==> config.mk <==
export PLATFORM = sky130hd
export DESIGN_NAME = if_prefetch
export DESIGN_NICKNAME = d
export VERILOG_FILES = /design/src/rtl/if_prefetch_pkg.sv /design/src/rtl/if_queue.sv /design/src/rtl/if_prefetch.sv
export SDC_FILE = /design/constraint.sdc
export NUM_CORES = 1
export LEC_CHECK = 0
export ABC_AREA = 1
export CAP_MARGIN = 15
export CORE_ASPECT_RATIO = 0.7
export CORE_MARGIN = 8
export CORE_UTILIZATION = 50
export CTS_BUF_LIST = sky130_fd_sc_hd__clkbuf_8
export DETAILED_ROUTE_END_ITERATION = 6
export GPL_TIMING_DRIVEN = 1
export PLACE_DENSITY_LB_ADDON = 0.05
export SLEW_MARGIN = 20
export SYNTH_ARGS = -nofsm -noshare
export SYNTH_HDL_FRONTEND = slang
export SYNTH_SLANG_ARGS = --single-unit
==> constraint.sdc <==
create_clock -name clk -period 3.65 [get_ports clk]
set_input_delay 0.365 -clock clk [delete_from_list [all_inputs] [get_ports clk]]
set_output_delay 0.365 -clock clk [all_outputs]
set_load 0.01 [all_outputs]
==> src/rtl/if_prefetch_pkg.sv <==
// rtl/if_prefetch_pkg.sv - shared types and constants for the instruction-fetch stage
package if_prefetch_pkg;

  typedef logic [31:0] MemAddrBus;
  typedef logic [31:0] InstBus;

  typedef enum logic [1:0] {
    IF_IDLE    = 2'd0,
    IF_WAIT    = 2'd1,
    IF_DISCARD = 2'd2
  } if_state_e;

  localparam int INST_STEP = 4;

endpackage

==> src/rtl/if_queue.sv <==
// rtl/if_queue.sv - generic circular FIFO with push, pop, flush, count and full/empty
module if_queue #(
  parameter int DEPTH = 4,
  parameter int WIDTH = 64
) (
  input  logic                   clk,
  input  logic                   reset,
  input  logic                   push,
  input  logic                   pop,
  input  logic                   flush,
  input  logic [WIDTH-1:0]       din,
  output logic [WIDTH-1:0]       dout,
  output logic [$clog2(DEPTH):0] count,
  output logic                   full,
  output logic                   empty
);

  localparam int PTR_W = $clog2(DEPTH);
  localparam int CNT_W = PTR_W + 1;

  logic [WIDTH-1:0] r_mem [DEPTH];
  logic [PTR_W-1:0] r_rd_ptr;
  logic [PTR_W-1:0] r_wr_ptr;
  logic [CNT_W-1:0] r_count;
  logic             w_push;
  logic             w_pop;

  assign empty  = (r_count == '0);
  assign full   = (r_count == CNT_W'(DEPTH));
  assign count  = r_count;
  assign dout   = r_mem[r_rd_ptr];
  // A pop frees the slot the simultaneous push lands in, so push-on-full is legal then.
  assign w_pop  = pop && !empty;
  assign w_push = push && (!full || w_pop);

  always_ff @(posedge clk or negedge reset) begin
    if (!reset) begin
      r_rd_ptr <= '0;
      r_wr_ptr <= '0;
      r_count  <= '0;
    end else if (flush) begin
      r_rd_ptr <= '0;
      r_wr_ptr <= '0;
      r_count  <= '0;
    end else begin
      if (w_push) r_wr_ptr <= r_wr_ptr + 1'b1;
      if (w_pop)  r_rd_ptr <= r_rd_ptr + 1'b1;
      r_count <= r_count + CNT_W'(w_push) - CNT_W'(w_pop);
    end
  end

  always_ff @(posedge clk) begin
    if (w_push && !flush) r_mem[r_wr_ptr] <= din;
  end

endmodule

==> src/rtl/if_prefetch.sv <==
// rtl/if_prefetch.sv - instruction fetch stage with prefetch queue and redirect flush
// Optional IF_BYPASS_EN: forward a response straight to ID when the queue is empty.
module if_prefetch
  import if_prefetch_pkg::*;
#(
  parameter int                    ADDR_WIDTH = $bits(MemAddrBus),
  parameter int                    INST_WIDTH = $bits(InstBus),
  parameter int                    DEPTH      = 4,
  parameter logic [ADDR_WIDTH-1:0] RESET_PC   = '0
) (
  input  logic                  clk,
  input  logic                  reset,
  input  logic                  redirect,
  input  logic [ADDR_WIDTH-1:0] redirect_pc,
  input  logic                  br_wait,
  output logic                  ram_read,
  output logic [ADDR_WIDTH-1:0] ram_addr,
  input  logic                  ram_ready,
  input  logic [INST_WIDTH-1:0] ram_data,
  output logic                  inst_valid,
  input  logic                  inst_ready,
  output logic [ADDR_WIDTH-1:0] pc_o,
  output logic [INST_WIDTH-1:0] inst_o,
  output logic                  stall_if
);

  localparam int                    CNT_W = $clog2(DEPTH) + 1;
  localparam int                    QW    = ADDR_WIDTH + INST_WIDTH;
  localparam logic [ADDR_WIDTH-1:0] STEP  = ADDR_WIDTH'(INST_STEP);

  if_state_e             r_state;
  logic [ADDR_WIDTH-1:0] r_fetch_pc;
  logic [ADDR_WIDTH-1:0] r_ram_addr;
  logic                  r_ram_read;

  logic [QW-1:0]         w_q_dout;
  logic [CNT_W-1:0]      w_q_count;
  logic                  w_q_full;
  logic                  w_q_empty;
  logic                  w_push;
  logic                  w_pop;
  logic                  w_bypass;
  logic [CNT_W-1:0]      w_occ_next;
  logic                  w_issue;

`ifdef IF_BYPASS_EN
  assign w_bypass = w_q_empty && (r_state == IF_WAIT) && ram_ready && !redirect;
`else
  assign w_bypass = 1'b0;
`endif

  assign w_pop      = !w_q_empty && inst_ready && !redirect;
  // A response consumed directly through the bypass never occupies a slot.
  assign w_push     = (r_state == IF_WAIT) && ram_ready && !redirect &&
                      !(w_bypass && inst_ready) && (!w_q_full || w_pop);
  assign w_occ_next = w_q_count + CNT_W'(w_push) - CNT_W'(w_pop);
  assign w_issue    = !br_wait && !redirect && (w_occ_next < CNT_W'(DEPTH));

  if_queue #(
    .DEPTH (DEPTH),
    .WIDTH (QW)
  ) u_queue (
    .clk   (clk),
    .reset (reset),
    .push  (w_push),
    .pop   (w_pop),
    .flush (redirect),
    .din   ({r_ram_addr, ram_data}),
    .dout  (w_q_dout),
    .count (w_q_count),
    .full  (w_q_full),
    .empty (w_q_empty)
  );

  always_ff @(posedge clk or negedge reset) begin
    if (!reset) begin
      r_state    <= IF_IDLE;
      r_fetch_pc <= RESET_PC;
      r_ram_read <= 1'b0;
      r_ram_addr <= '0;
    end else begin
      if (redirect) r_fetch_pc <= redirect_pc;
      case (r_state)
        IF_IDLE: begin
          if (w_issue) begin
            r_state    <= IF_WAIT;
            r_ram_read <= 1'b1;
            r_ram_addr <= r_fetch_pc;
            r_fetch_pc <= r_fetch_pc + STEP;
          end
        end
        IF_WAIT: begin
          // Memory cannot abort, so a redirect before the response keeps the request up.
          if (redirect) begin
            if (ram_ready) begin
              r_state    <= IF_IDLE;
              r_ram_read <= 1'b0;
            end else begin
              r_state <= IF_DISCARD;
            end
          end else if (ram_ready) begin
            if (w_issue) begin
              r_ram_addr <= r_fetch_pc;
              r_fetch_pc <= r_fetch_pc + STEP;
            end else begin
              r_state    <= IF_IDLE;
              r_ram_read <= 1'b0;
            end
          end
        end
        IF_DISCARD: begin
          if (ram_ready) begin
            r_state    <= IF_IDLE;
            r_ram_read <= 1'b0;
          end
        end
        default: begin
          r_state    <= IF_IDLE;
          r_ram_read <= 1'b0;
        end
      endcase
    end
  end

  always_comb begin
    inst_valid = 1'b0;
    pc_o       = '0;
    inst_o     = '0;
    if (!w_q_empty) begin
      inst_valid = 1'b1;
      pc_o       = w_q_dout[QW-1:INST_WIDTH];
      inst_o     = w_q_dout[INST_WIDTH-1:0];
    end
`ifdef IF_BYPASS_EN
    else if (w_bypass) begin
      inst_valid = 1'b1;
      pc_o       = r_ram_addr;
      inst_o     = ram_data;
    end
`endif
  end

  assign ram_read = r_ram_read;
  assign ram_addr = r_ram_addr;
  assign stall_if = !inst_valid;

endmodule

==> results of run 1 <==
==> registers in the layout, indices dropped and copies added, names as in the netlist <==
signal	count
ram_addr	32
u_queue.r_wr_ptr	2
u_queue.r_mem	256
ram_read	1
r_state	2
u_queue.r_rd_ptr	2
r_fetch_pc	32
u_queue.count	3
==> cells in the mapped netlist, types with 2 or more instances <==
cell      instances
a31oi_1          22
inv_2             2
nor3_1            4
inv_1            86
nor2_1          310
buf_2             7
a21oi_1          69
o21bai_1          2
nand3_1          37
o21a_1           23
o21ai_0         193
nand2_1         222
edfxtp_1        256
clkbuf_1         56
ha_1              8
buf_1            13
buf_6             2
xor2_1           23
nand4_1          21
dfrtp_1          74
o22ai_1           3
nand2_2           4
nor2_2            2
buf_4             5
o21ai_1           2
mux2i_1           2
nand3_2           2
a21boi_0          5
or2_2             4
==> routing by layer <==
layer | GRT usage | vias up
met5 | 0 | -
met4 | 0.04811 | 0
met3 | 0.07447 | 45
met2 | 0.3318 | 399
met1 | 0.3060 | 5308
li1 | - | 5335
==> cells in the final DEF, fill, tap and decap left out, drive strengths merged, types with 4 or more instances in the layout <==
cell type	netlist	final
a21boi	5	5
clkinv	0	11
o21a	23	23
edfxtp	256	256
dfrtp	74	74
inv	89	113
nor2	314	314
clkbuf	56	51
a21oi	69	69
nor3	4	4
nand3	40	40
or2	4	4
o21ai	195	195
nand4	21	21
xor2	23	23
clkdlybuf4s50	0	166
buf	27	35
nand2	226	226
ha	8	8
a31oi	22	22
==> final cells by class <==
class	instances	area share
flip-flops and latches	330	0.5345
clock buffers	51	0.03931
multi-input cells	964	0.2551
inverters	89	0.01892
well taps	378	0.02649
clock inverters	40	0.01261
repair buffers	202	0.1131
==> report_power, final <==
group / switching (W) / internal (W)
Sequential: 0.000614 / 0.00472
Combinational: 0.00281 / 0.00197
Clock: 0.00142 / 0.00144
Total: 0.00484 / 0.00813
==> cell families (layout without fill, tap and decap cells) <==
logic type | Yosys count | in the layout
and+or+nand+nor | 609 | 609
DFF | 330 | 330
AOI/OAI and AO/OA | 321 | 321
buffers and inverters | 172 | 382
xor gates and xnor gates | 23 | 23
adders and majority gates | 9 | 9
muxes | 2 | 2
==> timing repair <==
item	CTS	global route
buffers inserted	0	0
hold buffers	1	0
endpoints found under the hold margin	56	0
==> worst max path at each step <==
stage,from,endpoint,slack [ps],depth (start not counted)
CTS,u_queue.r_rd_ptr[0],pc_o[14],250,5
global placement,ram_ready,ram_addr[5],700,16
floorplan,redirect,u_queue.r_mem[0][0],-400,6
detailed placement,ram_ready,ram_addr[2],650,16
finish,u_queue.r_rd_ptr[0],inst_o[20],290,5
global route,u_queue.r_rd_ptr[0],pc_o[17],90,5
==> stage by stage <==
| stage | worst slack, ps | setup TNS, ps |
|---|---|---|
| floorplan | -399.9 | -102360 |
| global placement | 702.1 | 0 |
| detailed placement | 646.0 | 0 |
| CTS | 247.2 | 0 |
| global route | 86.02 | 0 |
| finish | 294.3 | 0 |
==> critical path, stage by stage, from the launching register on <==
cell and delay (ps):
dfrtp_4 630, clkinv_2 320, buf_4 410, o21ai_0 150
a21oi_1 250, clkdlybuf4s50_1 590
==> impl_metrics.csv, run 1 <==
group,metric,value,unit
clock_network,cts_sinks,330,
floorplan,dieHeight,159.7,um
logic_synthesis,mappedNetlistArea,0.01475,sq mm
outcome,status,"finished clean",
global_route,grt_overflow,0,
sta,post-route-period-util,0.9194,
sta,timing.fmax,298.0,MHz
global_route,antenna_found_initial,0,
global_route,grt_pass1_wl,61800,um
logic_synthesis,synth_edf_count,256,
power_and_ir_drop,p_total,0.01297,W
routing,routed.top_layer,"met4",
logic_synthesis,synth_compound_area_frac,0.1164,
logic_synthesis,synth-xor-area-share,0.01365,
worst_setup_path,required,3280,ps
worst_hold_path,hold_end,"r_fetch_pc[25]",
worst_hold_path,hold_depth,6,
placed_design,port_buffers,168,
worst_setup_path,crit_path_end_kind,"output port",
sta,drv_slew,0,
logic_synthesis,yosysTopAreaCellShare,0.5210,
worst_setup_path,reg2reg_from,"r_state[1]",
placed_design,hpwl,25090,um
sta,fin_worst_skew,20.87,ps
routing,final_antenna_net_count,0,
worst_setup_path,start_kind,"register",
sta,rsz0062_at_grt,"false",
floorplan,dieArea,0.03535,sq mm
power_and_ir_drop,powerDensity,726.2,mW/mm^2
routing,met2WireLength,17390,um
final_layout,multi_input_comb_area,0.004554,sq mm
routing,drcViolationCount,0,
logic_synthesis,yosys_most_used_dff,"edfxtp_1",
power_and_ir_drop,cellLeakagePower,6.802,nW
run,cap_viol_max_count,0,
power_and_ir_drop,vdd_drop_max,0.5087,mV
global_route,grt_pass1_vias,10780,
floorplan,core,0.02895,sq mm
sta,fin_crit,3356,ps
sta,worst_pin_slew,1117,ps
worst_setup_path,critPathMaxFanout,40,
placed_design,placed_area,0.01692,sq mm
worst_setup_path,r2r_slack,970,ps
worst_setup_path,crit_type,"reg -> out",
logic_synthesis,syn_area_per_cell,10.06,sq um
placed_design,numPlacedInstances,1962,
logic_synthesis,ys_seq_area_frac,0.6465,
final_layout,fin_area,0.01786,sq mm
logic_synthesis,synth_top_family_by_area,"simple AND/OR/NAND/NOR gates",
floorplan,row_count,52,
routing,met1_length,18070,um
clock_network,clockBufferDepth,3,
final_layout,area_growth_syn_to_layout,21.02,%
clock_network,clock_latency,590,ps
final_layout,insertedDiodeCount,0,
final_layout,fin_nets,1716,
sta,setup_viol,0,
clock_network,root_buffer,"clkbuf_8",
clock_network,cts_tree,"done",
logic_synthesis,synth.mux.area_fraction,0.001357,
final_layout,seq_area,0.009544,sq mm
routing,routed_wl,39700,um
final_layout,fill_cells,2453,
floorplan,ios,169,
routing,vias_per_cell,5.398,
logic_synthesis,synth_cell_type_count,36,
sta,holdWs,266.8,ps
clock_network,cts.htree.levels,2,
logic_synthesis,yosys.area_share.simple,0.1671,
global_route,track_usage,0.2200,
worst_hold_path,hold_path_class,"in -> reg",
clock_network,cts_resized,0,
logic_synthesis,ys_seq_elements,330,
global_route,grt_max_degree,75,
routing,wl_per_cell,19.33,um
logic_synthesis,netlist_instances,1466,
final_layout,fin_util,0.6167,
logic_synthesis,synth_top_cell_by_area,"edfxtp_1",
logic_synthesis,synth.area.top_cells,"edfxtp_1, dfrtp_1, nor2_1, o21ai_0, nand2_1",
worst_setup_path,r2r_end,"ram_addr[11]",
final_layout,fin_cells,2054,
sta,hold_viol_final,0,
clock_network,clkTransAtPathRegs,60,ps
logic_synthesis,synth_warnings,0,
clock_network,cts_buffers,50,
logic_synthesis,asyncSetResetFlopFracSynth,0.2242,
floorplan,start_util,0.5096,
floorplan,die_w,221.3,um
worst_setup_path,critPathArrivalTime,2990,ps
worst_setup_path,r2r_cells,16,
logic_synthesis,syn-num-nets,1545,
final_layout,final_layout_size_suffix_gt1_frac,0.07399,
routing,first_iter_violations,917,
routing,drt_pass1_iterations,6,
routing,vias,11090,
placed_design,gp_congestion,0.9308,
routing,route.met3.wl,3765,um
sta,slew_headroom,0.2527,
worst_hold_path,min_from,"redirect",
logic_synthesis,synth-adder-area-share,0.008141,
Note: power is estimated with default switching activity, not from simulation.
==> run 2: changes to the inputs <==
--- a/config.mk
+++ b/config.mk
@@ -12,4 +12,5 @@
 export CORE_UTILIZATION = 50
 export CTS_BUF_LIST = sky130_fd_sc_hd__clkbuf_8
+export CTS_CLUSTER_DIAMETER = 120
 export DETAILED_ROUTE_END_ITERATION = 6
 export GPL_TIMING_DRIVEN = 1
==> constraint.sdc (replaced) <==
create_clock -name clk -period 3.65 [get_ports clk]
set_input_delay 0.365 -clock clk [delete_from_list [all_inputs] [get_ports clk]]
set_output_delay 0.365 -clock clk [all_outputs]
set_load 0.02 [all_outputs]
==> run 2 against run 1 <==
Effect of this change:
- non-clock buffer count decreased by 1
- first-iteration DRC count is 1.6% higher
- worst setup slack better by 9.2 ps
- sequential cell count unchanged
- sequential share of layout area about the same
- via count is 0.78% higher
- global-route usage increased by 0.24 points
- cell count hardly changed
- sequential power shrank 0.8%
- utilization barely moved
==> impl_metrics.csv, run 2 (synthesis gave the netlist of run 1 again) <==
group,metric,value,unit
outcome,status,"finished clean",
sta,worst_pin_slew,892.8,ps
sta,fin_crit,3347,ps
floorplan,die_w,221.3,um
final_layout,top_register,"u_queue.r_mem",
global_route,antenna_found_initial,1,
routing,first_iter_violations,932,
worst_setup_path,required,3280,ps
run,cap_viol_max_count,0,
clock_network,cts_tree,"done",
routing,vias_per_cell,5.442,
clock_network,cts_setup_buffers,0,
worst_hold_path,hold_path_class,"in -> reg",
routing,met1_length,18460,um
floorplan,core,0.02895,sq mm
final_layout,final_layout_size_suffix_gt1_frac,0.07284,
routing,final_antenna_net_count,0,
sta,post-route-period-util,0.9169,
placed_design,gp_congestion,0.9480,
clock_network,clockBufferDepth,3,
floorplan,dieArea,0.03535,sq mm
final_layout,fin_nets,1714,
final_layout,insertedDiodeCount,0,
worst_setup_path,cp_slowest_cell,"inv_2",
routing,routed_wl,40020,um
worst_setup_path,crit_path_end_kind,"output port",
global_route,grt_overflow,0,
final_layout,final_common_cell,"nor2_1",
routing,route.met3.wl,3351,um
sta,holdWs,134.6,ps
clock_network,cts_resized,0,
sta,tns,0,ps
sta,drv_slew,0,
clock_network,clock_latency,580,ps
global_route,grt_pass1_wl,62910,um
routing,drt_pass1_iterations,5,
routing,drcViolationCount,0,
floorplan,start_util,0.5096,
placed_design,hpwl,24900,um
routing,met2WireLength,17400,um
sta,hold_viol_final,0,
placed_design,port_buffers,168,
final_layout,mostFrequentLayoutCells,"nor2_1, edfxtp_1, nand2_1",
floorplan,ios,169,
global_route,grt_max_degree,132,
sta,rsz0062_at_grt,"false",
final_layout,area_growth_syn_to_layout,21.01,%
clock_network,cts_buffers,49,
sta,fin_worst_skew,26.57,ps
global_route,grt_pass1_vias,11030,
global_route,track_usage,0.2224,
final_layout,fill_cells,2501,
worst_setup_path,critPathMaxStageDelay,630,ps
routing,vias,11170,
worst_setup_path,crit_chain,"nor2_1 > nand2_1 > inv_2 > buf_4 > a21oi_1 > clkdlybuf4s50_1",
clock_network,cts_sinks,330,
floorplan,row_count,52,
clock_network,cts.htree.levels,2,
routing,routed.top_layer,"met5",
sta,timing.fmax,298.8,MHz
clock_network,clkTransAtPathRegs,60,ps
sta,setup_viol,0,
routing,wl_per_cell,19.49,um
worst_setup_path,crit_type,"reg -> out",
clock_network,root_buffer,"clkbuf_8",
final_layout,largest_reg_flops,256,
power_and_ir_drop,cellLeakagePower,6.775,nW
sta,slew_headroom,0.4048,
floorplan,dieHeight,159.7,um
power_and_ir_drop,powerDensity,744.0,mW/mm^2
worst_setup_path,critPathMaxFanout,29,
power_and_ir_drop,vdd_drop_max,0.5172,mV
worst_setup_path,start_kind,"register",
power_and_ir_drop,p_total,0.01328,W
worst_setup_path,critPathArrivalTime,2980,ps
==> run 2: cell types whose count changed in the layout (fill, tap and decap cells not counted), sizes merged <==
cell,change
bufinv,-2
buf,-1
clkinv,+9
clkbuf,+3
inv,-8
clkinvlp,-2
==> run 2: per-stage QoR <==
stage,instance area [sq um],utilization,worst slack [ps],instances
floorplan,14750,-,-399.9,1466
global placement,16950,0.5854,699.3,1961
detailed placement,16950,0.5854,573.3,1961
CTS,17850,0.6166,265.7,2053
global route,17850,0.6166,176.9,2053
finish,17850,0.6166,303.4,2053
==> run 2: layout make-up <==
type                            instances  area [sq um]  share of cell area
Sequential cell                       330          9544              0.5346
Timing Repair Buffer                  201          2049              0.1148
Clock inverter                         37         148.9            0.008340
Multi-Input combinational cell        964          4557              0.2552
Clock buffer                           54         743.2             0.04163
Tap cell                              378         473.0             0.02649
Inverter                               89         337.8             0.01892
==> run 2: repair_timing <==
action | in CTS | in global routing
hold buffers | 1 | 0
setup endpoints to repair | 0 | 0
hold endpoints to repair | 60 | 0
==> run 2: worst paths after layout <==
check / start / endpoint / slack, ps / depth (start not counted)
worst max register to register: u_queue.count[1] / ram_addr[15] / 840 / 16
worst min-delay path: redirect / r_fetch_pc[0] / 130 / 4
worst min register to register: r_fetch_pc[1] / r_fetch_pc[1] / 470 / 2
worst max-delay path: u_queue.count[1] / pc_o[30] / 300 / 6
min in group asynchronous: reset / r_fetch_pc[2] / 450 / 2
max in group asynchronous: reset / ram_addr[26] / 2420 / 3
==> run 2: power breakdown <==
part	internal (W)	switching [W]
clock network	0.00136	0.00139
registers	0.00472	0.000572
logic	0.00198	0.00327
total	0.00806	0.00523
==> run 2: metal layers <==
metal  up-vias  global-route usage
met1      5351              0.3205
met2       433              0.3331
li1       5328                   -
met3        59             0.05270
met4         2             0.06172
met5         -                   0
==> run 2: critical path: cells and delay by family (launching register included) <==
| kind | cells | cell delay (ps) |
|---|---|---|
| flip-flops | 1 | 420 |
| AO/OA/AOI/OAI | 1 | 80 |
| buffers and inverters | 3 | 1510 |
| AND/OR/NAND/NOR | 2 | 380 |
==> run 3: changes to the inputs <==
==> constraint.sdc (replaced) <==
create_clock -name clk -period 3.65 [get_ports clk]
set_input_delay 0.5475 -clock clk [delete_from_list [all_inputs] [get_ports clk]]
set_output_delay 0.5475 -clock clk [all_outputs]
set_load 0.02 [all_outputs]
==> run 3 against run 2 <==
Effect of this change:
- clock-buffer cell count down 5
- total power up 0.41%
- sequential share of layout area down 0.15 points
- critical path depth down 1
- combinational power down 0.8%
- sequential power about the same
- cell count about the same
- clock skew down 5.1 ps
- highest routed layer is now met4
==> impl_metrics.csv, run 3 (synthesis gave the netlist of run 1 again) <==
group,metric,value,unit
power_and_ir_drop,p_total,0.01334,W
global_route,track_usage,0.2203,
clock_network,clockBufferDepth,3,
floorplan,start_util,0.5096,
placed_design,port_buffers,168,
sta,setup_viol,0,
worst_setup_path,start_kind,"register",
run,cap_viol_max_count,0,
power_and_ir_drop,combPwrFrac,0.390,
power_and_ir_drop,pwr-share-clk,0.212,
routing,vias_per_cell,5.433,
clock_network,cts.htree.levels,2,
power_and_ir_drop,powerDensity,745.0,mW/mm^2
global_route,grt_pass1_wl,62580,um
final_layout,mostFrequentLayoutCells,"nor2_1, edfxtp_1, nand2_1",
power_and_ir_drop,internal-power,0.008092,W
placed_design,numPlacedInstances,1959,
floorplan,dieArea,0.03535,sq mm
clock_network,clkTransAtPathRegs,70,ps
final_layout,top_register,"u_queue.r_mem",
sta,hold_viol_final,0,
worst_setup_path,required,3100,ps
worst_setup_path,crit_path_end_kind,"output port",
sta,rsz0062_at_grt,"false",
final_layout,largest_reg_flops,256,
power_and_ir_drop,vdd_drop_max,0.4635,mV
worst_setup_path,critPathArrivalTime,2860,ps
routing,first_iter_violations,947,
sta,drv_slew,0,
floorplan,row_count,52,
global_route,grt_overflow,0,
floorplan,core,0.02895,sq mm
sta,post-route-period-util,0.9330,
floorplan,dieHeight,159.7,um
power_and_ir_drop,p_seq_frac,0.398,
worst_hold_path,hold_path_class,"in -> reg",
clock_network,root_buffer,"clkbuf_8",
final_layout,fill_cells,2433,
clock_network,cts_sinks,330,
global_route,grt_pass1_vias,10920,
sta,slew_headroom,0.5340,
placed_design,hpwl,24800,um
worst_setup_path,crit_type,"reg -> out",
clock_network,cts_setup_buffers,0,
sta,worst_pin_slew,698.3,ps
final_layout,seq_area,0.009544,sq mm
floorplan,die_w,221.3,um
placed_design,pre_cts_ws,474.4,ps
sta,timing.fmax,293.7,MHz
outcome,status,"finished clean",
floorplan,ios,169,
final_layout,fin_cells,2052,
worst_setup_path,critPathMaxFanout,36,
global_route,antenna_found_initial,0,
global_route,grt_max_degree,132,
power_and_ir_drop,switchingPower,0.005247,W
routing,routed_wl,39720,um
routing,drt_pass1_iterations,7,
clock_network,cts_buffers,49,
power_and_ir_drop,p_sw_frac,0.3933,
clock_network,cts_tree,"done",
final_layout,final_common_cell,"nor2_1",
sta,fin_worst_skew,21.49,ps
final_layout,final_layout_size_suffix_gt1_frac,0.07168,
placed_design,gp_congestion,1.016,
clock_network,cts_resized,0,
sta,worst_slack,244.7,ps
routing,drcViolationCount,0,
routing,vias,11150,
final_layout,insertedDiodeCount,0,
routing,final_antenna_net_count,0,
final_layout,fin_nets,1713,
clock_network,ctsHoldBuffers,0,
final_layout,area_growth_syn_to_layout,21.35,%
routing,wl_per_cell,19.36,um
clock_network,clock_latency,580,ps
final_layout,multi_input_comb_area,0.004557,sq mm
sta,fin_crit,3405,ps
power_and_ir_drop,cellLeakagePower,6.801,nW
[run 3: worst paths after layout]
kind	startpoint	end	slack, ps	cells past startpoint
max	u_queue.r_rd_ptr[0]	inst_o[25]	240	5
min	redirect	r_fetch_pc[0]	350	4
max reg2reg	r_state[1]	ram_addr[7]	970	16
min reg2reg	r_fetch_pc[1]	r_fetch_pc[1]	480	2
max in group asynchronous	reset	ram_addr[29]	2620	3
min in group asynchronous	reset	r_fetch_pc[4]	410	2
[run 3: area by class of cell]
type	count	area share
clock buffers	49	0.03767
clock inverters	42	0.01293
inverters	89	0.01887
multi-input cells	964	0.2545
flip-flops and latches	330	0.5331
well taps	378	0.02642
repair buffers	200	0.1166
[run 3: metrics by stage]
stage | utilization | TNS, ps | hold WS, ps | area, sq um
after global placement | 0.5857 | 0 | 456.6 | 16960
after detailed placement | 0.5857 | 0 | 459.4 | 16960
after global routing | 0.6184 | 0 | 339.0 | 17900
after CTS | 0.6170 | 0 | 156.1 | 17860
after floorplan | - | -149080 | 251.9 | 14750
final | 0.6184 | 0 | 348.0 | 17900
[run 3: metal layers]
layer  up-vias  share of wire  global-route usage
met5         -              0                   0
li1       5332              -                   -
met3        68          0.078             0.05489
met1      5342           0.46              0.3129
met2       407           0.44              0.3314
met4         0          0.023             0.06566
[run 3: power by group through the flow]
| stage | clock (W) | sequential [W] | combinational [W] |
|---|---|---|---|
| floorplan | 0 | 0.00534 | 0.00285 |
| global placement | 0 | 0.00538 | 0.00513 |
| detailed placement | 0 | 0.00538 | 0.00519 |
| CTS | 0.00289 | 0.00531 | 0.00523 |
| global route | 0.00305 | 0.00537 | 0.00570 |
| finish | 0.00282 | 0.00531 | 0.00521 |
[run 3: critical path, cell delays in order, from the launching register on]
cell             delay (ps)
dfrtp_4                 490
clkinv_2                280
buf_4                   390
o21ai_0                 200
a21oi_1                 240
clkdlybuf4s50_1         650
